**config.mk**
```make
export PLATFORM = sky130hd
export DESIGN_NAME = layer_1_sequencer
export DESIGN_NICKNAME = d
export VERILOG_FILES = /design/src/rtl/layer_1_pkg.sv /design/src/rtl/layer_1_valid_pipe.sv /design/src/rtl/layer_1_sequencer.sv
export SDC_FILE = /design/constraint.sdc
export NUM_CORES = 1
export LEC_CHECK = 0
export CORE_ASPECT_RATIO = 0.8
export CORE_MARGIN = 2
export CORE_UTILIZATION = 25
export CTS_BUF_LIST = sky130_fd_sc_hd__clkbuf_4 sky130_fd_sc_hd__clkbuf_8
export DETAILED_ROUTE_END_ITERATION = 16
export DONT_BUFFER_PORTS = 1
export PLACE_DENSITY_LB_ADDON = 0.2
export SLEW_MARGIN = 20
export SYNTH_ARGS = -nofsm -noshare
export SYNTH_HDL_FRONTEND = slang
export SYNTH_SLANG_ARGS = --single-unit
```
**constraint.sdc**
```tcl
create_clock -name clk -period 1.5 [get_ports clk]
set_input_delay 0.3 -clock clk [delete_from_list [all_inputs] [get_ports clk]]
set_output_delay 0.3 -clock clk [all_outputs]
set_load 0.01 [all_outputs]
```
**src/rtl/layer_1_pkg.sv**
```systemverilog
// Shared definitions for the layer-1 neuron stage: sequencer state encoding
// and the default pipeline geometry shared with the product pipeline.
package layer_1_pkg;

  typedef enum logic [2:0] {
    IDLE  = 3'd0,
    CLEAR = 3'd1,
    ISSUE = 3'd2,
    DRAIN = 3'd3,
    DONE  = 3'd4
  } state_t;

  localparam int DEF_NUM_INPUTS  = 256;
  localparam int DEF_ADDR_WIDTH  = 8;
  localparam int DEF_MAC_LATENCY = 2;

endpackage

```
**src/rtl/layer_1_valid_pipe.sv**
```systemverilog
// Issue-valid delay line: carries one bit per cycle from pixel issue to the
// point where the matching product reaches the accumulator inputs.
module layer_1_valid_pipe
  import layer_1_pkg::*;
#(
  parameter int MAC_LATENCY = DEF_MAC_LATENCY
) (
  input  logic clk,
  input  logic reset,
  input  logic issue,
  output logic tap
);

  logic [MAC_LATENCY-1:0] vld_p;

  generate
    if (MAC_LATENCY == 1) begin : g_one
      // Single-stage delay; cleared on reset so no stale strobe survives.
      always_ff @(posedge clk) begin
        if (!reset) vld_p <= '0;
        else        vld_p <= issue;
      end
    end else begin : g_shift
      // Shift issue bits toward the tap; cleared on reset to flush in-flight strobes.
      always_ff @(posedge clk) begin
        if (!reset) vld_p <= '0;
        else        vld_p <= {vld_p[MAC_LATENCY-2:0], issue};
      end
    end
  endgenerate

  assign tap = vld_p[MAC_LATENCY-1];

endmodule

```
**src/rtl/layer_1_sequencer.sv**
```systemverilog
// Layer-1 neuron stage sequencer: clears the bias accumulator, walks the
// pixel index through image buffer and weight ROM, and aligns the
// accumulator load strobe with the product pipeline.
// Optional feature macro: ZERO_SKIP_EN (gate acc_load with pixel_bit).
module layer_1_sequencer
  import layer_1_pkg::*;
#(
  parameter int NUM_INPUTS  = DEF_NUM_INPUTS,
  parameter int ADDR_WIDTH  = DEF_ADDR_WIDTH,
  parameter int MAC_LATENCY = DEF_MAC_LATENCY
) (
  input  logic                  clk,
  input  logic                  reset,
  input  logic                  start,
  input  logic                  in_valid,
  input  logic                  pixel_bit,
  output logic [ADDR_WIDTH-1:0] pixel_addr,
  output logic                  acc_clear,
  output logic                  acc_load,
  output logic                  busy,
  output logic                  done
);

  localparam int DRAIN_W = (MAC_LATENCY > 1) ? $clog2(MAC_LATENCY) : 1;
  localparam logic [ADDR_WIDTH-1:0] LAST_ADDR  = ADDR_WIDTH'(NUM_INPUTS - 1);
  localparam logic [DRAIN_W-1:0]    DRAIN_LAST = DRAIN_W'(MAC_LATENCY - 1);

  state_t             state;
  logic [DRAIN_W-1:0] drain_cnt;
  logic               issue;
  logic               tap;

  // An issue is an ISSUE-state cycle where the image buffer has the pixel ready.
  assign issue = (state == ISSUE) && in_valid;

  // Control FSM with address counter; all outputs registered.
  always_ff @(posedge clk) begin
    if (!reset) begin
      state      <= IDLE;
      pixel_addr <= '0;
      drain_cnt  <= '0;
      acc_clear  <= 1'b0;
      busy       <= 1'b0;
      done       <= 1'b0;
    end else begin
      acc_clear <= 1'b0;
      done      <= 1'b0;
      case (state)
        IDLE: begin
          if (start) begin
            state      <= CLEAR;
            pixel_addr <= '0;
            acc_clear  <= 1'b1;
            busy       <= 1'b1;
          end
        end
        CLEAR: begin
          state <= ISSUE;
        end
        ISSUE: begin
          if (in_valid) begin
            if (pixel_addr == LAST_ADDR) begin
              // Final index stays on the bus; no wrap back to zero.
              state     <= DRAIN;
              drain_cnt <= '0;
            end else begin
              pixel_addr <= pixel_addr + 1'b1;
            end
          end
        end
        DRAIN: begin
          if (drain_cnt == DRAIN_LAST) begin
            state <= DONE;
            done  <= 1'b1;
          end else begin
            drain_cnt <= drain_cnt + 1'b1;
          end
        end
        DONE: begin
          state      <= IDLE;
          pixel_addr <= '0;
          busy       <= 1'b0;
        end
        default: begin
          state      <= IDLE;
          pixel_addr <= '0;
          busy       <= 1'b0;
        end
      endcase
    end
  end

  layer_1_valid_pipe #(
    .MAC_LATENCY(MAC_LATENCY)
  ) u_valid_pipe (
    .clk  (clk),
    .reset(reset),
    .issue(issue),
    .tap  (tap)
  );

`ifdef ZERO_SKIP_EN
  // Zero pixels contribute nothing, so skip the accumulator update entirely.
  assign acc_load = tap & pixel_bit;
`else
  // Weight path multiplies by the pixel; every issued product is loaded.
  logic unused_pixel_bit;
  assign unused_pixel_bit = pixel_bit;
  assign acc_load = tap;
`endif

endmodule

```
==> implementation parameters, run 1 <==
Parameter                              Value

Cells and area
  Area occupied by multi-input gates    456.7 um^2
  Layout net count    between 100 and 150
  Non-filler cells, final    150
  Count of antenna diodes in the layout    0
  Layout cells sized above 1    0.3182
  Sequential Area    345.3 um^2
  Synth-to-Final Area Change    27.45%
  Fill cell count    322
  Final Util    0.3377

Timing
  Fmax    between 600 and 700 MHz
  Max transition margin    0.7577
  Final critical-path required period    approximately 1.4 ns
  Final-report max-slew violation count    0
  Worst clock skew    about 0.0081 ns
  Unrepaired setup endpoints after global routing    no
  Fraction of the cycle the final worst path needs    0.9636
  Setup violations, final    0
  Final Hold Viols    0
  Actual slew at the worst max-slew pin    0.3622 ns
  Final TNS setup    0 ns

Die
  Core region area    about 3100 um^2
  Die extent in y    55.52 um
  Starting utilization of the core area    0.2650
  Full die area    3798 um^2
  Number of placement rows    18
  Floorplan die width    68.40 um
  # IOs    17

Power and ir drop
  Areal power density over the cells    865.9 nW/um^2
  Reported leakage power    between 0.3 and 0.4 nW
  Worst voltage drop across the vdd grid    0.2951 mV
  Overall Power    around 0.92 mW

Worst setup path
  Reg-to-Reg Start    pixel_addr[0]
  Path depth of the worst reg2reg path    5
  Critical path endpoint category    flop
  Critical R2R Capture    pixel_addr[1]
  Critical Path Fanout Max    3
  Setup Crit Path Kind    reg2reg
  Critical Path AT    1.58 ns
  Critical Path RT    ~1.6 ns
  Reg-to-reg slack, setup    roughly 0.055 ns
  CP startpoint kind    flop

CTS
  Quantity of hold-fixing buffers added after cts    0
  Master cell of the clock root buffer    sky130_fd_sc_hd__clkbuf_8
  Sinks on the clock net    17
  Number of clock buffers inserted by TritonCTS    3
  Number of levels in the clock H-tree    1
  Bufs on Longest Clock Path    2
  Clock transition at the registers of the reported paths    ~0.07 ns
  Clock latency of the later-clocked register in the worst-skew pair    0.26 ns
  CTS tree    built

Logic synthesis
  Most common library cells after synthesis    sky130_fd_sc_hd__dfxtp_1, sky130_fd_sc_hd__nand2_1, sky130_fd_sc_hd__nor2_1
  Synth Warn #    0
  Async SR Flop Fraction    0
  Mean Syn Cell Area    between 9 and 10 um^2
  Leading cell types by total area after synthesis    sky130_fd_sc_hd__dfxtp_1, sky130_fd_sc_hd__nand2_1, sky130_fd_sc_hd__nor2_1
  Most area-hungry cell type in the Yosys netlist    sky130_fd_sc_hd__dfxtp_1
  Mapped cell area    829.5 um^2
  Dominant synthesized flop cell    sky130_fd_sc_hd__dfxtp_1
  Share of the synthesized area in the top cell type    0.4103
  Most common cell in the synthesized netlist    sky130_fd_sc_hd__dfxtp_1
  Post-synth net total    97
  Number of flops mapped to enable cells by yosys    0
  Yosys reg bits    17
  Portion of the post-synthesis area used by sequential elements    0.4103
  Number of library cell types mapped by synthesis    44
  Post-Synthesis Cells    91

Worst hold path
  HP Start    reset
  Worst hold endpoint    drain_cnt
  Worst hold-check path type    in2reg
  Hold Path Depth    1

GRT
  Total track usage    0.1193
  Layer with the highest usage after global routing    met2
  Global-route wire length before repair    3.346 mm
  Met2 Resource Use GR    0.1662
  Initial antenna violation count    0
  Number of global-route vias before repair    ~730
  Maximum number of pins on one net before global-route repair    12
  GRT overflow    0
  Met3 track demand over resource    0.05295
  Global Route met1 Usage    0.1566

Drt
  Via-per-instance ratio    4.867
  Router iterations before antenna repair    4
  First DRT Iteration DRCs    45
  Antenna Violating Nets Remaining    0
  Average wire per standard cell    13.61 um
  Number of vias after detailed routing    730
  DRC viols    0
  Wire length reported by the detailed router    2.041 mm

Placement
  DP HPWL    1.575 mm
  Cell total after placement    approximately 150
  Routability cong.    0.7139
  Count of buffers from port buffering    0

Status
  Result of the run    complete, no violations

Job
  MaxCap Viol Count    0
==> power by group <==
part / internal (mW) / switching, mW
Clock: 0.188 / 0.165
Sequential: 0.463 / 0.0130
Combinational: 0.0405 / 0.0463
Total: 0.692 / 0.224
==> per-stage QoR <==
stage               instance area [um^2]  hold WS [ns]  setup WS (ns)
CTS                                 1045        0.1561        0.05652
detailed placement                 997.2        0.4222        0.07789
floorplan                          847.1        0.4119       0.009485
global route                        1057        0.1529      0.0003695
global placement                   997.2        0.4151        0.07841
finish                              1057        0.1619        0.05458
==> final cells by class <==
| cell class | instances | share of cell area |
|---|---|---|
| clock inverters | 1 | 0.005917 |
| inverters | 4 | 0.01420 |
| multi-input cells | 66 | 0.4320 |
| well taps | 40 | 0.04734 |
| flip-flops and latches | 17 | 0.3266 |
| clock buffers | 3 | 0.03905 |
| repair buffers | 19 | 0.1349 |
==> cells by family (layout without fill, tap and decap cells) <==
kind of cell	after synthesis	after routing	share of synthesized area
adders and majority gates	1	1	0.01508
AOI/OAI and AO/OA	21	21	0.2006
and+or+nand+nor	42	42	0.2896
muxes	2	2	0.02413
DFF	17	17	0.4103
buffers and inverters	8	27	0.06032
==> layout by cell type, fill, tap and decap left out, types with 3 or more instances in the layout <==
cell type / netlist / routed
sky130_fd_sc_hd__and3_1: 3 / 3
sky130_fd_sc_hd__buf_4: 1 / 19
sky130_fd_sc_hd__clkbuf_8: 0 / 3
sky130_fd_sc_hd__dfxtp_1: 17 / 15
sky130_fd_sc_hd__inv_1: 4 / 4
sky130_fd_sc_hd__nand2_1: 7 / 7
sky130_fd_sc_hd__nand3_1: 3 / 3
sky130_fd_sc_hd__nor2_1: 7 / 7
sky130_fd_sc_hd__nor3_1: 5 / 4
sky130_fd_sc_hd__nor3b_1: 3 / 3
==> how the worst max path moves through the flow <==
stage / from / slack (ns) / end
final: pixel_addr[0] / 0.05 / pixel_addr[1]
after global routing: pixel_addr[0] / 0.0004 / pixel_addr[1]
after CTS: state[2] / 0.06 / pixel_addr[3]
after detailed placement: pixel_addr[0] / 0.08 / pixel_addr[1]
after global placement: pixel_addr[0] / 0.08 / pixel_addr[2]
after floorplan: pixel_addr[1] / 0.009 / pixel_addr[1]
==> timing repair <==
action | 4_1_cts | 5_1_grt
buffers inserted | 0 | 1
endpoints found under the setup margin | 0 | 5
gates resized for setup | 0 | 2
==> worst max-delay path, stage by stage (launching register included) <==
cell and delay (ns):
sky130_fd_sc_hd__dfxtp_4 0.36, sky130_fd_sc_hd__ha_4 0.13, sky130_fd_sc_hd__nand4_1 0.12, sky130_fd_sc_hd__or2_1 0.29
sky130_fd_sc_hd__and3_1 0.17, sky130_fd_sc_hd__o31a_1 0.27
==> routing by layer <==
| layer | vias up | part of all wire |
|---|---|---|
| li1 | 370 | - |
| met3 | 4 | 0.087 |
| met2 | 22 | 0.46 |
| met5 | - | 0 |
| met4 | 0 | 0.0083 |
| met1 | 334 | 0.45 |
==> sequential cells by signal, indices dropped and copies added (netlist names) <==
register and cells:
drain_cnt 1, acc_clear 1, busy 1, u_valid_pipe.vld_p 2
pixel_addr 8, state 3, done 1
No activity file was read; power rests on OpenSTA's default activity.
==> run 2: changes to the inputs <==
Settings changed: CORE_ASPECT_RATIO 0.8 to unset, CORE_UTILIZATION 25 to 57.
==> run 2 against run 1 <==
- wire length down 14%
- power down 13%
- highest routed layer unchanged
- critical path depth unchanged
- final cell count down 21%
- critical endpoint unchanged
- fmax down 0.86%
- sequential share of layout area up 2.8 points
- clock power down 32%
- cell area down 7.2%
==> implementation parameters, run 2 (same netlist as run 1, synthesis figures left out) <==
Parameter                              Value

Drt
  First DRT Iteration DRCs    24 (was 45)
  DRC viols    0 (unchanged)
  Average wire per standard cell    14.76 um (was 13.61 um)
  Router iterations before antenna repair    5 (was 4)
  Antenna Violating Nets Remaining    0 (unchanged)
  Number of vias after detailed routing    739 (was 730)
  Via-per-instance ratio    6.210 (was 4.867)
  Wire length reported by the detailed router    1.756 mm (was 2.041 mm)

Worst hold path
  Worst hold endpoint    drain_cnt (unchanged)
  Hold Path Depth    1 (unchanged)
  HP Start    reset (unchanged)
  Worst hold-check path type    in2reg (unchanged)

Placement
  Count of buffers from port buffering    0 (unchanged)
  Post-place setup slack    0.05136 ns (was 0.07789 ns)
  DP HPWL    1.301 mm (was 1.575 mm)
  DP Area    928.4 um^2 (was 997.2 um^2)
  Routability cong.    0.8285 (was 0.7139)
  Cell total after placement    115 (was 145)

CTS
  Clock transition at the registers of the reported paths    0.10 ns (was 0.07 ns)
  Number of clock buffers inserted by TritonCTS    3 (unchanged)
  CTS tree    built (unchanged)
  Bufs on Longest Clock Path    2 (unchanged)
  Clock latency of the later-clocked register in the worst-skew pair    0.28 ns (was 0.26 ns)
  Number of levels in the clock H-tree    1 (unchanged)
  Sinks on the clock net    17 (unchanged)
  Master cell of the clock root buffer    sky130_fd_sc_hd__clkbuf_4 (was sky130_fd_sc_hd__clkbuf_8)

Timing
  Final-report max-slew violation count    0 (unchanged)
  Final critical-path required period    1.458 ns (was 1.445 ns)
  Setup violations, final    0 (unchanged)
  Fmax    685.9 MHz (was 691.8 MHz)
  Final Hold Viols    0 (unchanged)
  Max transition margin    0.7903 (was 0.7577)
  Worst clock skew    0.008358 ns (was 0.008089 ns)
  Fraction of the cycle the final worst path needs    0.9719 (was 0.9636)
  Actual slew at the worst max-slew pin    0.3134 ns (was 0.3622 ns)
  Final TNS setup    0 ns (unchanged)
  Post-route setup slack    0.04209 ns (was 0.05458 ns)

GRT
  Initial antenna violation count    0 (unchanged)
  Total track usage    0.2170 (was 0.1193)
  Global-route wire length before repair    3.036 mm (was 3.346 mm)
  GRT overflow    0 (unchanged)
  Maximum number of pins on one net before global-route repair    12 (unchanged)
  Number of global-route vias before repair    696 (was 733)

Power and ir drop
  Reported leakage power    0.3594 nW (was 0.3964 nW)
  Worst voltage drop across the vdd grid    0.4761 mV (was 0.2951 mV)
  Areal power density over the cells    813.5 nW/um^2 (was 865.9 nW/um^2)

Worst setup path
  Reg-to-Reg Start    pixel_addr[1] (was pixel_addr[0])
  Path depth of the worst reg2reg path    5 (unchanged)
  Critical Path AT    1.63 ns (was 1.58 ns)
  Critical Path Fanout Max    4 (was 3)
  Setup Crit Path Kind    reg2reg (unchanged)
  Reg-to-reg slack, setup    0.04 ns (was 0.05 ns)
  Critical R2R Capture    pixel_addr[1] (unchanged)
  Critical path endpoint category    flop (unchanged)
  Critical Path RT    1.67 ns (was 1.64 ns)
  CP startpoint kind    flop (unchanged)

Die
  Starting utilization of the core area    0.6220 (was 0.2650)
  Floorplan die width    42.15 um (was 68.40 um)
  Number of placement rows    13 (was 18)
  Full die area    1777 um^2 (was 3798 um^2)
  Core region area    1334 um^2 (was 3131 um^2)
  Die extent in y    42.15 um (was 55.52 um)
  # IOs    17 (unchanged)

Cells and area
  Final Util    0.7355 (was 0.3377)
  Non-filler cells, final    119 (was 150)
  Max reg flops    8 (unchanged)
  Final cell area excluding filler cells    980.9 um^2 (was 1057 um^2)
  Synth-to-Final Area Change    18.25% (was 27.45%)
  Count of antenna diodes in the layout    0 (unchanged)
  Layout cells sized above 1    0.3365 (was 0.3182)
  Largest regs    pixel_addr: 8 flops, state: 3 flops, u_valid_pipe.vld_p: 2 flops (unchanged)
  Top library cells by usage in the layout, fill and taps aside    sky130_fd_sc_hd__dfxtp_1, sky130_fd_sc_hd__buf_4, sky130_fd_sc_hd__nand2_1, sky130_fd_sc_hd__nor2_1 (was sky130_fd_sc_hd__buf_4, sky130_fd_sc_hd__dfxtp_1, sky130_fd_sc_hd__nor2_1, sky130_fd_sc_hd__nand2_1)
  Register name with the most flops    pixel_addr (unchanged)
  Layout net count    111 (was 117)

Job
  MaxCap Viol Count    0 (unchanged)

Status
  Result of the run    complete, no violations (unchanged)
-- run 2: metal layers --
layer  global-route usage  routed length [um]  share of wire
met5                    0                   0              0
met4              0.06875                  17         0.0097
met3              0.04741                 123          0.070
met2               0.3469                 835           0.48
met1               0.2910                 781           0.44
-- run 2: final cells by class --
| type | instances | area (um^2) |
|---|---|---|
| multi-input combinational | 66 | 474.2 |
| clock inverter | 1 | 5.005 |
| clock buffer | 3 | 22.52 |
| timing repair buffer | 13 | 97.59 |
| tap | 15 | 18.77 |
| inverter | 4 | 15.01 |
| fill | 102 | 352.8 |
| sequential | 17 | 347.8 |
-- run 2: through the flow --
stage                     hold slack, ns  power [mW]
after floorplan                   0.4119      0.5482
after global placement            0.4198      0.5627
after detailed placement          0.4244      0.5654
after CTS                         0.1239      0.8021
after global routing              0.1191      0.8339
final                             0.1273      0.7980
-- run 2: worst max path at each step --
stage,depth (start not counted),to,slack (ns),startpoint
2_1_floorplan,5,pixel_addr[1],0.009,pixel_addr[1]
3_3_place_gp,5,pixel_addr[1],0.06,pixel_addr[0]
3_5_place_dp,5,pixel_addr[1],0.05,pixel_addr[0]
4_1_cts,5,pixel_addr[1],0.03,pixel_addr[0]
5_1_grt,5,pixel_addr[1],-0.01,pixel_addr[1]
6_report,5,pixel_addr[1],0.04,pixel_addr[1]
-- run 2: worst max-delay path, stage by stage, from the launching register on --
cell,delay [ns]
sky130_fd_sc_hd__dfxtp_2,0.36
sky130_fd_sc_hd__ha_4,0.14
sky130_fd_sc_hd__nand4_1,0.14
sky130_fd_sc_hd__or2_4,0.31
sky130_fd_sc_hd__and3_4,0.15
sky130_fd_sc_hd__o31a_1,0.26
-- run 2: timing repair --
| action | in CTS | in global routing |
|---|---|---|
| gates resized for setup | 0 | 8 |
| endpoints found under the setup margin | 0 | 3 |
| hold buffers | 0 | 0 |
| setup buffers | 0 | 0 |
-- run 2: report_power, final --
part           internal (mW)  switching [mW]
Combinational         0.0363          0.0443
Sequential             0.463          0.0149
Clock                 0.0988           0.141
Total                  0.598           0.200
==> run 3: changes to the inputs <==
Settings changed: SETUP_SLACK_MARGIN set to 0.3.
==> run 3 against run 2 <==
- core utilization increased by 18 points
- cell area increased by 24%
- first-iteration DRC count increased by 100%
- highest routed layer unchanged
- critical endpoint is now pixel_addr[0]
==> implementation parameters, run 3 (same netlist as run 1, synthesis figures left out) <==
Parameter                              Value

GRT
  Total track usage    0.2739 (was 0.2170)
  GRT overflow    0 (unchanged)
  Number of global-route vias before repair    791 (was 696)
  Global-route wire length before repair    3.615 mm (was 3.036 mm)
  Maximum number of pins on one net before global-route repair    12 (unchanged)
  Initial antenna violation count    0 (unchanged)

Power and ir drop
  Cell-internal power    0.6648 mW (was 0.5978 mW)
  Areal power density over the cells    739.3 nW/um^2 (was 813.5 nW/um^2)
  Switching share of power    0.2599 (was 0.2509)
  Share of power burned in the clock network    0.294 (was 0.300)
  Proportion of power drawn by flip-flops and latches    0.532 (was 0.599)
  Switch Pwr    0.2334 mW (was 0.2002 mW)
  Part of the power in combinational logic    0.174 (was 0.101)
  Reported leakage power    0.4518 nW (was 0.3594 nW)
  Worst voltage drop across the vdd grid    0.5968 mV (was 0.4761 mV)

CTS
  Clock transition at the registers of the reported paths    0.09 ns (was 0.10 ns)
  CTS tree    built (unchanged)
  Sinks on the clock net    17 (unchanged)
  Bufs on Longest Clock Path    2 (unchanged)
  Master cell of the clock root buffer    sky130_fd_sc_hd__clkbuf_4 (unchanged)
  Clock latency of the later-clocked register in the worst-skew pair    0.30 ns (was 0.28 ns)
  Quantity of hold-fixing buffers added after cts    0 (unchanged)
  Number of levels in the clock H-tree    1 (unchanged)
  Number of clock buffers inserted by TritonCTS    3 (unchanged)

Drt
  Router iterations before antenna repair    4 (was 5)
  DRC viols    0 (unchanged)
  Antenna Violating Nets Remaining    0 (unchanged)
  Wire length reported by the detailed router    2.543 mm (was 1.756 mm)
  First DRT Iteration DRCs    48 (was 24)
  Number of vias after detailed routing    850 (was 739)
  Via-per-instance ratio    6.439 (was 6.210)
  Average wire per standard cell    19.27 um (was 14.76 um)

Die
  Number of placement rows    13 (unchanged)
  Floorplan die width    42.15 um (unchanged)
  Starting utilization of the core area    0.6220 (unchanged)
  # IOs    17 (unchanged)
  Core region area    1334 um^2 (unchanged)
  Die extent in y    42.15 um (unchanged)
  Full die area    1777 um^2 (unchanged)

Timing
  Setup violations, final    0 (unchanged)
  Fmax    678.1 MHz (was 685.9 MHz)
  Unrepaired setup endpoints after global routing    yes
  Fraction of the cycle the final worst path needs    0.9832 (was 0.9719)
  Worst clock skew    0.004494 ns (was 0.008358 ns)
  Final Hold Viols    0 (unchanged)
  Final critical-path required period    1.475 ns (was 1.458 ns)
  Actual slew at the worst max-slew pin    0.3352 ns (was 0.3134 ns)
  Final-report max-slew violation count    0 (unchanged)
  Max transition margin    0.7734 (was 0.7903)
  Final TNS setup    0 ns (unchanged)

Worst setup path
  CP startpoint kind    flop (unchanged)
  Critical Path AT    1.67 ns (was 1.63 ns)
  Critical Path Fanout Max    5 (was 4)
  Critical Path RT    1.69 ns (was 1.67 ns)
  Critical path endpoint category    flop (unchanged)
  Critical R2R Capture    pixel_addr[0] (was pixel_addr[1])
  Setup Crit Path Kind    reg2reg (unchanged)
  Path depth of the worst reg2reg path    6 (was 5)
  Reg-to-Reg Start    pixel_addr[1] (unchanged)
  Reg-to-reg slack, setup    0.03 ns (was 0.04 ns)

Worst hold path
  Hold Path Depth    1 (unchanged)
  HP Start    reset (unchanged)
  Worst hold-check path type    in2reg (unchanged)
  Worst hold endpoint    pixel_addr[1] (was drain_cnt)

Cells and area
  Synth-to-Final Area Change    46.46% (was 18.25%)
  Final cell area excluding filler cells    1215 um^2 (was 980.9 um^2)
  Most common library cell in the layout ignoring fill and taps    sky130_fd_sc_hd__buf_4
  Register name with the most flops    pixel_addr (unchanged)
  Largest regs    pixel_addr: 8 flops, state: 3 flops, u_valid_pipe.vld_p: 2 flops (unchanged)
  Layout net count    124 (was 111)
  Count of antenna diodes in the layout    0 (unchanged)
  Max reg flops    8 (unchanged)
  Top library cells by usage in the layout, fill and taps aside    sky130_fd_sc_hd__buf_4, sky130_fd_sc_hd__dfxtp_1, sky130_fd_sc_hd__nand2_1, sky130_fd_sc_hd__nor2_1, sky130_fd_sc_hd__dfxtp_4 (was sky130_fd_sc_hd__dfxtp_1, sky130_fd_sc_hd__buf_4, sky130_fd_sc_hd__nand2_1, sky130_fd_sc_hd__nor2_1)
  Layout cells sized above 1    0.5385 (was 0.3365)

Job
  MaxCap Viol Count    0 (unchanged)

Placement
  DP Area    945.9 um^2 (was 928.4 um^2)
  Routability cong.    0.7998 (was 0.8285)
  DP HPWL    1.377 mm (was 1.301 mm)
  Count of buffers from port buffering    0 (unchanged)

Status
  Result of the run    complete, no violations (unchanged)
## run 3: how the worst max path moves through the flow
| stage | startpoint | end | slack [ns] | cells past startpoint |
|---|---|---|---|---|
| 6_report | pixel_addr[1] | pixel_addr[0] | 0.03 | 6 |
| 5_1_grt | pixel_addr[1] | pixel_addr[1] | 0.008 | 5 |
| 4_1_cts | state[1] | pixel_addr[3] | 0.09 | 4 |
| 3_5_place_dp | pixel_addr[1] | pixel_addr[1] | 0.06 | 5 |
| 3_3_place_gp | pixel_addr[1] | pixel_addr[1] | 0.05 | 5 |
| 2_1_floorplan | state[2] | pixel_addr[3] | 0.06 | 5 |
## run 3: final cells by class
| class | count | area (um^2) |
|---|---|---|
| well taps | 15 | 18.77 |
| flip-flops and latches | 17 | 360.3 |
| inverters | 4 | 15.01 |
| clock buffers | 4 | 30.03 |
| repair buffers | 26 | 222.7 |
| fillers | 53 | 118.9 |
| multi-input cells | 66 | 568.0 |
## run 3: critical path: stages, from the launching register on
cell	delay, ns
sky130_fd_sc_hd__dfxtp_4	0.40
sky130_fd_sc_hd__ha_4	0.14
sky130_fd_sc_hd__nand4_1	0.14
sky130_fd_sc_hd__buf_4	0.21
sky130_fd_sc_hd__nor2_4	0.17
sky130_fd_sc_hd__nor4b_1	0.09
sky130_fd_sc_hd__a31o_2	0.22
## run 3: power by group through the flow
| stage | clock, mW | sequential, mW | combinational [mW] |
|---|---|---|---|
| 6_report | 0.264 | 0.478 | 0.156 |
| 5_1_grt | 0.284 | 0.480 | 0.164 |
| 4_1_cts | 0.275 | 0.478 | 0.132 |
| 3_5_place_dp | 0 | 0.486 | 0.0867 |
| 3_3_place_gp | 0 | 0.486 | 0.0830 |
| 2_1_floorplan | 0 | 0.480 | 0.0719 |
## run 3: repair_timing
| action | CTS | global route |
|---|---|---|
| setup buffers | 11 | 2 |
| gates resized for setup | 18 | 16 |
| pin swaps | 15 | 13 |
| endpoints found under the setup margin | 11 | 11 |
## run 3: per-stage QoR
step,std cells,setup slack [ns],hold slack (ns),utilization,power [mW]
CTS,130,0.09097,0.1047,0.8490,0.8849
floorplan,91,0.05572,0.4119,-,0.5516
global placement,115,0.05241,0.4184,0.7092,0.5694
global route,132,0.008466,0.1053,0.9109,0.9279
detailed placement,115,0.05556,0.4241,0.7092,0.5731
finish,132,0.02524,0.1137,0.9109,0.8982
## run 3: routing by layer
| layer | vias up | part of all wire | track usage |
|---|---|---|---|
| met5 | - | 0 | 0 |
| met4 | 0 | 0.033 | 0.1125 |
| met3 | 8 | 0.078 | 0.07328 |
| met2 | 48 | 0.48 | 0.4500 |
| met1 | 405 | 0.41 | 0.3387 |
| li1 | 389 | - | - |
